===== config.mk =====
export PLATFORM = sky130hd
export DESIGN_NAME = ps2_host_tx
export DESIGN_NICKNAME = d
export VERILOG_FILES = /design/src/rtl/ps2_host_tx.sv
export SDC_FILE = /design/constraint.sdc
export NUM_CORES = 1
export LEC_CHECK = 0
export ABC_AREA = 1
export CAP_MARGIN = 20
export CORE_ASPECT_RATIO = 1.5
export CORE_MARGIN = 3
export CORE_UTILIZATION = 45
export DETAILED_ROUTE_END_ITERATION = 12
export GPL_ROUTABILITY_DRIVEN = 0
export PLACE_DENSITY = 0.72
export SYNTH_ARGS = -nofsm -noshare
export SYNTH_HDL_FRONTEND = slang
export SYNTH_SLANG_ARGS = --single-unit

===== constraint.sdc =====
create_clock -name CLK -period 1.65 [get_ports CLK]
set_clock_uncertainty 0.05 [all_clocks]
set_input_delay 0.2475 -clock CLK [delete_from_list [all_inputs] [get_ports CLK]]
set_output_delay 0.2475 -clock CLK [all_outputs]
set_load 0.01 [all_outputs]

===== src/rtl/ps2_host_tx.sv =====
// PS/2 host-to-device command transmitter.
// Sends one byte using the inhibit / request-to-send / device-clocked frame
// sequence and drives PS2CLK and PS2DAT as open-drain enables.
//
// Ports:
//   CLK, RST      system clock, synchronous active-high reset
//   cmd_data      command byte, captured when cmd_valid && cmd_ready
//   cmd_valid     command request
//   cmd_ready     idle and able to accept a command
//   ps2_clk_in    raw PS2CLK pin level (asynchronous)
//   ps2_dat_in    raw PS2DAT pin level (asynchronous)
//   ps2_clk_oe    1 = pull PS2CLK low
//   ps2_dat_oe    1 = pull PS2DAT low
//   busy          transfer in progress
//   cmd_sent      one-cycle pulse when the device acknowledged
//   err_timeout   one-cycle pulse when a timeout aborted the transfer
//   err_noack     one-cycle pulse when the ACK bit was sampled high
module ps2_host_tx #(
    parameter int INHIBIT_CYCLES = 5000,
    parameter int START_TIMEOUT  = 750000,
    parameter int XFER_TIMEOUT   = 100000
) (
    input  logic       CLK,
    input  logic       RST,
    input  logic [7:0] cmd_data,
    input  logic       cmd_valid,
    output logic       cmd_ready,
    input  logic       ps2_clk_in,
    input  logic       ps2_dat_in,
    output logic       ps2_clk_oe,
    output logic       ps2_dat_oe,
    output logic       busy,
    output logic       cmd_sent,
    output logic       err_timeout,
    output logic       err_noack
);

    localparam int MAX_AB = (INHIBIT_CYCLES > START_TIMEOUT) ?
                            INHIBIT_CYCLES : START_TIMEOUT;
    localparam int MAX_P  = (MAX_AB > XFER_TIMEOUT) ? MAX_AB : XFER_TIMEOUT;
    localparam int CW     = $clog2(MAX_P + 1);

    localparam logic [CW-1:0] INH_LAST = CW'(INHIBIT_CYCLES - 1);
    localparam logic [CW-1:0] ST_LAST  = CW'(START_TIMEOUT - 1);
    localparam logic [CW-1:0] XF_LAST  = CW'(XFER_TIMEOUT - 1);

    typedef enum logic [2:0] {
        S_IDLE,
        S_INHIBIT,
        S_RTS,
        S_WAIT_START,
        S_SHIFT,
        S_WAIT_IDLE,
        S_ABORT
    } state_t;

    state_t          state_q, state_d;
    logic [CW-1:0]   cnt_q, cnt_d;
    logic [3:0]      idx_q, idx_d;
    logic [7:0]      data_q, data_d;
    logic            par_q, par_d;

    logic            clk_s1_q, clk_s2_q, clk_prev_q;
    logic            dat_s1_q, dat_s2_q;

    logic            ready_q, ready_d;
    logic            busy_q, busy_d;
    logic            clk_oe_q, clk_oe_d;
    logic            dat_oe_q, dat_oe_d;
    logic            sent_q, sent_d;
    logic            tout_q, tout_d;
    logic            noack_q, noack_d;

    logic            clk_fall;
    logic            bit_oe;

    // Synchronizers reset to the idle (released, pulled-up) line level so
    // that leaving reset never looks like a falling edge.
    always_ff @(posedge CLK) begin
        if (RST) begin
            clk_s1_q   <= 1'b1;
            clk_s2_q   <= 1'b1;
            clk_prev_q <= 1'b1;
            dat_s1_q   <= 1'b1;
            dat_s2_q   <= 1'b1;
        end else begin
            clk_s1_q   <= ps2_clk_in;
            clk_s2_q   <= clk_s1_q;
            clk_prev_q <= clk_s2_q;
            dat_s1_q   <= ps2_dat_in;
            dat_s2_q   <= dat_s1_q;
        end
    end

    assign clk_fall = clk_prev_q & ~clk_s2_q;

    // Open-drain enable for the frame bit selected by idx:
    // 1..7 data, 8 parity, 9 stop (released).
    always_comb begin
        bit_oe = 1'b0;
        if (idx_q == 4'd8) begin
            bit_oe = ~par_q;
        end else if (idx_q < 4'd8) begin
            bit_oe = ~data_q[idx_q[2:0]];
        end
    end

    always_comb begin
        state_d  = state_q;
        cnt_d    = cnt_q;
        idx_d    = idx_q;
        data_d   = data_q;
        par_d    = par_q;
        dat_oe_d = 1'b0;
        sent_d   = 1'b0;
        tout_d   = 1'b0;
        noack_d  = 1'b0;

        unique case (state_q)
            S_IDLE: begin
                if (cmd_valid && ready_q) begin
                    data_d  = cmd_data;
                    par_d   = ~^cmd_data;
                    idx_d   = 4'd0;
                    cnt_d   = '0;
                    state_d = S_INHIBIT;
                end
            end
            S_INHIBIT: begin
                if (cnt_q == INH_LAST) begin
                    cnt_d    = '0;
                    dat_oe_d = 1'b1;
                    state_d  = S_RTS;
                end else begin
                    cnt_d = cnt_q + CW'(1);
                end
            end
            S_RTS: begin
                dat_oe_d = 1'b1;
                state_d  = S_WAIT_START;
            end
            S_WAIT_START: begin
                if (clk_fall) begin
                    dat_oe_d = ~data_q[0];
                    idx_d    = 4'd1;
                    cnt_d    = '0;
                    state_d  = S_SHIFT;
                end else if (cnt_q == ST_LAST) begin
                    tout_d  = 1'b1;
                    state_d = S_ABORT;
                end else begin
                    dat_oe_d = 1'b1;
                    cnt_d    = cnt_q + CW'(1);
                end
            end
            S_SHIFT: begin
                dat_oe_d = dat_oe_q;
                if (cnt_q == XF_LAST) begin
                    dat_oe_d = 1'b0;
                    tout_d   = 1'b1;
                    state_d  = S_ABORT;
                end else begin
                    cnt_d = cnt_q + CW'(1);
                    if (clk_fall) begin
                        if (idx_q == 4'd10) begin
                            dat_oe_d = 1'b0;
                            if (dat_s2_q) begin
                                noack_d = 1'b1;
                                state_d = S_ABORT;
                            end else begin
                                state_d = S_WAIT_IDLE;
                            end
                        end else begin
                            dat_oe_d = bit_oe;
                            idx_d    = idx_q + 4'd1;
                        end
                    end
                end
            end
            S_WAIT_IDLE: begin
                if (cnt_q == XF_LAST) begin
                    tout_d  = 1'b1;
                    state_d = S_ABORT;
                end else if (clk_s2_q && dat_s2_q) begin
                    sent_d  = 1'b1;
                    state_d = S_IDLE;
                end else begin
                    cnt_d = cnt_q + CW'(1);
                end
            end
            S_ABORT: begin
                state_d = S_IDLE;
            end
            default: begin
                state_d = S_IDLE;
            end
        endcase

        // Outputs are registered from the next state so they line up with it.
        clk_oe_d = (state_d == S_INHIBIT) || (state_d == S_RTS);
        busy_d   = (state_d != S_IDLE);
        ready_d  = (state_d == S_IDLE);
    end

    always_ff @(posedge CLK) begin
        if (RST) begin
            state_q  <= S_IDLE;
            cnt_q    <= '0;
            idx_q    <= 4'd0;
            data_q   <= 8'd0;
            par_q    <= 1'b0;
            ready_q  <= 1'b0;
            busy_q   <= 1'b0;
            clk_oe_q <= 1'b0;
            dat_oe_q <= 1'b0;
            sent_q   <= 1'b0;
            tout_q   <= 1'b0;
            noack_q  <= 1'b0;
        end else begin
            state_q  <= state_d;
            cnt_q    <= cnt_d;
            idx_q    <= idx_d;
            data_q   <= data_d;
            par_q    <= par_d;
            ready_q  <= ready_d;
            busy_q   <= busy_d;
            clk_oe_q <= clk_oe_d;
            dat_oe_q <= dat_oe_d;
            sent_q   <= sent_d;
            tout_q   <= tout_d;
            noack_q  <= noack_d;
        end
    end

    assign cmd_ready   = ready_q;
    assign busy        = busy_q;
    assign ps2_clk_oe  = clk_oe_q;
    assign ps2_dat_oe  = dat_oe_q;
    assign cmd_sent    = sent_q;
    assign err_timeout = tout_q;
    assign err_noack   = noack_q;

endmodule

# Word-level counts from Yosys, hierarchy flattened
# Index checks and enable logic that the tools add are counted.
word_totals:
  register_bits: 48
  latch_bits: 0
  inputBits: 13
  mem_bits_ro: 0
  mem_count: 0
  output_inout_bits: 7
  ram_bits: 0
  wordCells: 108
op_classes:
  bitwise_logic: 9
  n_mul: 0
  order_cmp: 2
  div: 0
  n_mux: 42
  n_reduce_logical: 15
  n_shift: 0
  n_eq_ne: 21
  addsub: 2
op_table:
  columns: ["cell", "n"]
  rows:
  - ["$mux 20", 7]
  - ["$pmux 20 s5", 1]
  - ["$mux 3", 9]
  - ["$add 20x1->20 const B", 1]
  - ["$eq 20x13->1 const B", 1]
  - ["$eq 20x17->1 const B", 1]
  - ["$eq 20x20->1 const B", 1]
  - ["$mux 4", 5]
  - ["$pmux 3 s6", 1]
  - ["$mux 1", 14]
  - ["$ne 2x2->1 const B", 7]
  - ["$pmux 4 s3", 1]
  - ["$reduce_and 6->1", 2]
  - ["$eq 3x2->1 const B", 3]
  - ["$eq 4x4->1 const B", 2]
  - ["$not 1->1", 8]
  - ["$reduce_xnor 8->1", 1]
  - ["$eq 3x1->1 const B", 2]
  - ["$eq 3x3->1 const B", 2]
  - ["$logic_not 3->1", 2]
  - ["$ne 3x3->1 const B", 2]
  - ["$reduce_bool 3->1", 2]
  - ["$reduce_bool 5->1", 1]
  - ["$reduce_or 5->1", 1]
  - ["13 further kinds", 14]

# Longest topological paths before layout
# Gate-level depths: netlist of the first run.
depth:
  word_depth: 9
  ltp_mapped: 13
  ltp_nobuf: 13

# Worst setup path before layout of the first run
# Ideal clock, no wire load.
synth_timing:
  path_type: "reg2reg"
  startpoint: "register cnt_q[0]"
  endpoint: "register cnt_q[10]"
  setup_slack_ns: -0.026
  path_stages_with_launch: 12
  period_less_slack_ns: 1.676
  path_buffers: 1
  required_ns: 1.485
  arrival_time_ns: 1.511
  cell_sequence: "dfxtp_1 -> ha_1 -> nand2_4 -> nor2_4 -> inv_1 -> nor2_4 -> nand4_4 -> nand3_4 -> buf_8 -> o21ai_0 -> nand2_1 -> nor2_1"
synth_via:
  elab_chain_len: 4
  word_cells_on_any_way: 15
  cone_classes: "add/sub: 1; eq/ne: 6; mux: 7; reduce/logical: 1"
synth_lines:
  columns: ["item", "line", "text"]
  rows:
  - ["start: declaration", "58", "logic [CW-1:0] cnt_q, cnt_d;"]
  - ["start signal: assignment", "221", "cnt_q <= cnt_d;"]
  - ["$add 20x1->20", null, null]
  - ["$mux 20, on equally long branches", "184, 148", null]
  - ["$mux 20, on equally long branches", "181, 143", null]
  - ["$pmux 20 s5", "119", "unique case (state_q)"]
# Several ways; a longest one is shown, not always the timed one. The select of a mux whose other input is x is not followed.
# A chain may end at the register's enable or synchronous reset.

# Worst setup path after layout of the first run
layout_timing:
  startpoint: "register cnt_q[1]"
  endpoint: "register cnt_q[8]"
# Same word-level chain as after synthesis.

==> results of run 1 <==
-- cell families after synthesis --
| kind of cell | Yosys count |
|---|---|
| compound gates | 52 |
| xor+xnor | 7 |
| fa+ha+maj | 4 |
| buf+inv | 69 |
| flops | 48 |
| simple gates | 303 |
-- final cells by class --
class	count	area, um2
Clock buffer	5	68.8
Fill cell	565	2110
Inverter	60	233
Timing Repair Buffer	106	870
Multi-Input combinational cell	366	1930
Clock inverter	3	21.3
Tap cell	74	92.6
Sequential cell	48	976
-- critical path: stages (launching register included) --
cell and delay, ps:
dfxtp_2 360, ha_4 150, nand2_4 80, nor2_4 110, buf_6 100, nand4_1 200, buf_4 220, or2_4 220
a21oi_2 110, nor2_1 40
-- Yosys cell counts, types with 2 or more instances --
cell	count
nor2_4	4
inv_2	3
nor2_1	88
nand3_1	45
ha_1	4
clkbuf_1	4
a21oi_1	20
nand2_1	118
xor2_1	2
o21ai_0	28
nor2_2	5
inv_1	56
xnor2_1	5
nor3_1	10
nand4_1	16
nand2_2	2
buf_2	2
dfxtp_1	48
or2_2	5
buf_6	2
nand3_2	2
nand2_4	2
-- state kept, by name, summed over array words and instances (netlist names), 3 cells and up --
register	count
state_q	3
cnt_q	20
data_q	8
idx_q	4
-- power groups by stage --
stage,logic [mW],registers [mW],clock network [mW]
2_1_floorplan,0.231,1.25,0
3_3_place_gp,0.385,1.24,0
3_5_place_dp,0.392,1.25,0
4_1_cts,0.412,1.22,0.754
5_1_grt,0.480,1.22,0.800
6_report,0.434,1.22,0.731
-- worst min path at each step --
stage / to / cells past startpoint / slack, ps / startpoint
after floorplan: clk_s1_q / 1 / 300 / ps2_clk_in
after global placement: clk_s2_q / 1 / 340 / clk_s1_q
after detailed placement: dat_s2_q / 1 / 350 / dat_s1_q
after CTS: dat_s2_q / 1 / 370 / dat_s1_q
after global routing: clk_s2_q / 1 / 380 / clk_s1_q
final: clk_s2_q / 1 / 370 / clk_s1_q
-- layer usage --
layer	up-vias	track usage	part of all wire
met1	1577	0.223	0.35
li1	1759	-	-
met4	0	0.142	0.055
met2	130	0.470	0.56
met5	-	0	0
met3	42	0.0293	0.034
-- placed cells by master, fill, tap and decap left out, drive strengths merged --
cell,netlist,layout
ha,4,4
a31oi,1,1
nand3,48,48
inv,59,60
or2,5,5
a21oi,20,20
nor3,10,10
and3,1,1
nor4,1,1
clkinv,1,2
o21a,1,1
clkinvlp,0,1
o21bai,1,1
a211oi,1,1
clkbuf,4,5
nand3b,1,1
buf,5,87
nand2,122,122
clkdlybuf4s50,0,19
nor2,97,97
nor3b,1,1
xor2,2,2
nand4,17,17
xnor2,5,5
o21ai,28,28
dfxtp,48,48
-- what timing repair did --
| item | in CTS | in global routing |
|---|---|---|
| pin swaps | 9 | 22 |
| resized for setup | 17 | 62 |
| endpoints found under the setup margin | 30 | 33 |
| buffers inserted | 4 | 7 |
| endpoints found under the hold margin | 0 | 0 |
-- through the flow --
step / area [um2] / total power [mW] / setup WS, ps / instances / setup TNS [ps]
2_1_floorplan: 3010 / 1.48 / 2.93 / 483 / 0
3_3_place_gp: 3800 / 1.63 / -157 / 643 / -2350
3_5_place_dp: 3800 / 1.64 / -194 / 643 / -2850
4_1_cts: 3980 / 2.39 / -80.0 / 655 / -636
5_1_grt: 4200 / 2.50 / -235 / 662 / -3190
6_report: 4200 / 2.38 / -95.1 / 662 / -1040
==> results_dict.tcl, run 1 <==
set metrics [dict create \
    status "finished, violations left" \
    violations "negative setup slack" \
    finalHoldWorstSlack_ps 367 \
    hold_viol 0 \
    start_kind "flop" \
    pin_count 20 \
    core_um2 6310 \
    cts_made_buffers 5 \
    worst_slew_pin_slew_ps 328 \
    netlist_area_um2 3010 \
    die_area_um2 7730 \
    syn_inst 483 \
    grt_pass1_wl_um 14700 \
    ys_async_sr_fraction 0 \
    synthTopCellsByArea "dfxtp_1 32%, nand2_1 15%, nor2_1 11%, nand3_1 7.5%, inv_1 7.0%" \
    swShare 0.288 \
    grt_usage 0.240 \
    setup_viol 23 \
    synth_edf_count 0 \
    synth-xor-area-share 0.0204 \
    synth_warnings 0 \
    avgSynthCellArea_um2 6.23 \
    r2r_setup_slack_ps -100 \
    rsz0062_at_grt "yes" \
    timing_worst_setup_path_type "reg -> reg" \
    first_pass_iters 5 \
    r2r_cells 9 \
    synth_fa_ha_area_frac 0.0166 \
    timing.rr.end "cnt_q[8]" \
    hpwl_um 7180 \
    grt_max_degree 18 \
    internal_power_mw 1.70 \
    peakVddDrop_mv 0.411 \
    synth.area.mux_share 0 \
    htreeDepth 2 \
    clk_latency_ps 310 \
    fin_crit_ps 1750 \
    fmax_mhz 573 \
    hold_path_class "reg -> reg" \
    drcViolationCount 0 \
    ys_seq_area_frac 0.319 \
    grt_pass1_vias 3394 \
    post_drt_via_cell_ratio 5.30 \
    slew_headroom 0.780 \
    arrival_ps 1910 \
    synth_compound_area_frac 0.0894 \
    initial_core_util 0.477 \
    period_share 1.06 \
    overflow 0 \
    diodes 0 \
    cts-root-buf "clkbuf_8" \
    power_frac_seq 0.511 \
    cp_max_fo 4 \
    crit_start "cnt_q[1]" \
    drtIter0Drc 299 \
    nNetsFinal 604 \
    clockBufferDepth 2 \
    yosys_register_bits 48 \
    fp.dieH_um 106 \
    yosys.area_share.simple 0.459 \
    p_leak_nw 1.93 \
    p_sw_mw 0.687 \
    p_per_area_nw_per_um2 568 \
    wl_per_cell_um 14.0 \
    drv_slew 0 \
    end_kind "flop" \
    synth_cell_types 34 \
    r2r-start "cnt_q[1]" \
    cts.reportedPaths.clkPinSlew_ps 100 \
    syn_to_final_growth_pct 39.4 \
    cts_tree "yes" \
    cts_num_sinks 48 \
    endpoint "cnt_q[8]" \
    vias 3508 \
    postRouteAntennaNets 0 \
    final_util 0.665 \
    rows 35 \
    yosysTopAreaCellShare 0.319 \
    antenna_found_initial 0 \
    drv_cap 0 \
    synth_top_family_by_area "simple AND/OR/NAND/NOR gates" \
    synth_nets 500 \
    cts_hold_buffers 0 \
    synth_top_area_cell "dfxtp_1" \
    layout_setup_ws_ps -95.1 \
    die_w_um 72.8 \
    drt-total-wl_um 9290 \
    drive_above_1_share 0.287 \
    required_ps 1810 \
    combPwrFrac 0.182 \
    clkPwrFrac 0.307 \
    synth_flop_cell "dfxtp_1" \
    port_buffers 19 \
]
No activity file was read; power rests on OpenSTA's default activity.
==> inputs of run 2 (changes only) <==
--- a/config.mk
+++ b/config.mk
@@ -9,10 +9,10 @@
 export CAP_MARGIN = 20
 export CORE_ASPECT_RATIO = 1.5
 export CORE_MARGIN = 3
-export CORE_UTILIZATION = 45
+export CORE_UTILIZATION = 53
 export DETAILED_ROUTE_END_ITERATION = 12
 export GPL_ROUTABILITY_DRIVEN = 0
-export PLACE_DENSITY = 0.72
+export PLACE_DENSITY = 0.82
 export SYNTH_ARGS = -nofsm -noshare
 export SYNTH_HDL_FRONTEND = slang
 export SYNTH_SLANG_ARGS = --single-unit
==> run 2 against run 1 <==
  * The run still ends with negative setup slack left
  * Total power increased by 14%
  * Maximum frequency decreased by 8.2%
  * Via count is 11% higher
  * Count of clock-buffer cells in the layout stayed put
  * Worst hold slack improved by 2.5 ps
  * Sequential share of layout area down 0.15 points
  * Sequential cell count did not move
  * Sequential power is essentially flat
  * Clock power is 41% higher
  * Wire length increased by 22%
  * Final area is 1.4% higher
  * Critical path type unchanged
  * Largest cell class unchanged
==> results_dict.tcl, run 2 (synthesis results as in run 1) <==
set metrics [dict create \
    slowest_stage "dfxtp_2" \
    hold_path_class "reg -> reg" \
    timing_worst_setup_path_type "reg -> reg" \
    path_common_cell "nand3_1" \
    wl_per_cell_um 17.4 \
    drv_slew 0 \
    fp.dieH_um 98.3 \
    final_cell_mix "108 x nand2_1, 74 x nor2_1, 72 x buf_4, 50 x inv_1, 37 x nand3_1" \
    cts_hold_buffers 0 \
    syn_to_final_growth_pct 41.3 \
    largestRegisters "cnt_q (20), data_q (8), idx_q (4)" \
    worstPathCellList "ha_4, buf_4, buf_4, nand3_1, nor3_1, nand3_1, nand3_1, nand3_1, nand2_1, a21oi_1" \
    regArea_um2 983 \
    cts.reportedPaths.clkPinSlew_ps 110 \
    fin_crit_ps 1900 \
    cts_tree "yes" \
    clk_latency_ps 330 \
    initial_core_util 0.548 \
    vias 3888 \
    fmax_mhz 526 \
    cts-root-buf "clkbuf_8" \
    fillers 380 \
    grt_usage 0.321 \
    port_buffers 19 \
    first_pass_iters 5 \
    slew_headroom 0.761 \
    required_ps 1830 \
    p_total_mw 2.71 \
    nNetsFinal 599 \
    largest-register "cnt_q" \
    die_area_um2 6640 \
    status "finished, violations left" \
    post_drt_via_cell_ratio 5.96 \
    final_common_cell "nand2_1" \
    p_leak_nw 1.94 \
    postRouteAntennaNets 0 \
    layout_setup_ws_ps -252 \
    grt_max_degree 18 \
    setup_viol 28 \
    r2r_setup_slack_ps -250 \
    grt_pass1_wl_um 16300 \
    die_w_um 67.5 \
    hold_viol 0 \
    p_per_area_nw_per_um2 636 \
    hpwl_um 7170 \
    cp_max_fo 2 \
    drv_cap 0 \
    worst_slew_pin_slew_ps 356 \
    overflow 0 \
    final_util 0.775 \
    drt-total-wl_um 11400 \
    drive_above_1_share 0.308 \
    end_kind "flop" \
    period_share 1.15 \
    pin_count 20 \
    violations "negative setup slack" \
    multi_input_area_um2 1970 \
    rows 33 \
    htreeDepth 2 \
    grt_pass1_vias 3812 \
    cts_num_sinks 48 \
    peakVddDrop_mv 0.486 \
    rsz0062_at_grt "yes" \
    drcViolationCount 0 \
    cts_made_buffers 5 \
    start_kind "flop" \
    drtIter0Drc 470 \
    crit_path_max_incr_delay_ps 380 \
    largest_register_ffs 20 \
    diodes 0 \
    core_um2 5490 \
    antenna_found_initial 0 \
    arrival_ps 2090 \
    clockBufferDepth 2 \
]
## run 2: stage by stage
stage                     setup WS [ps]  instances  TNS, ps  area, um2  hold slack [ps]
final                              -252        652    -3620       4250              370
after global routing               -257        652    -5490       4250              380
after CTS                         -95.8        646     -820       4030              373
after detailed placement           -174        635    -3680       3780              347
after global placement             -154        635    -2090       3780              341
after floorplan                    2.93        483        0       3010              301
## run 2: cell type report
cell class              instances  area share
flip-flops and latches         48       0.231
well taps                      70      0.0206
repair buffers                101       0.200
inverters                      60      0.0538
multi-input cells             366       0.464
clock inverters                 2      0.0141
clock buffers                   5      0.0162
## run 2: critical path, delay by kind of cell (launching register included)
family	cells	cell delay, ps
adders and majority gates	1	150
AOI/OAI and AO/OA	1	50
DFF	1	380
buffers and inverters	2	200
and+or+nand+nor	6	970
## run 2: power by group
| group | leakage, nW | total (mW) | internal (mW) | switching (mW) |
|---|---|---|---|---|
| registers | 0.398 | 1.22 | 1.19 | 0.0242 |
| clock network | 0.0642 | 1.03 | 0.597 | 0.438 |
| logic | 1.48 | 0.454 | 0.204 | 0.250 |
## run 2: repair_timing
| action | 4_1_cts | 5_1_grt |
|---|---|---|
| gates resized for setup | 33 | 64 |
| endpoints found under the setup margin | 38 | 42 |
| pin swaps | 11 | 21 |
| setup buffers | 4 | 6 |
## run 2: final timing paths
check                               from  endpoint  cells past startpoint
worst max-delay path            cnt_q[0]  cnt_q[7]                     10
worst min-delay path            dat_s1_q  dat_s2_q                      1
worst max register to register  cnt_q[0]  cnt_q[7]                     10
worst min register to register  dat_s1_q  dat_s2_q                      1
## run 2: layer usage
metal | part of all wire | wire, um | up-vias | track usage
li1 | - | - | 1742 | -
met3 | 0.079 | 897 | 122 | 0.0564
met2 | 0.50 | 5720 | 309 | 0.557
met1 | 0.32 | 3580 | 1715 | 0.315
met4 | 0.10 | 1160 | 0 | 0.258
met5 | 0 | 0 | - | 0
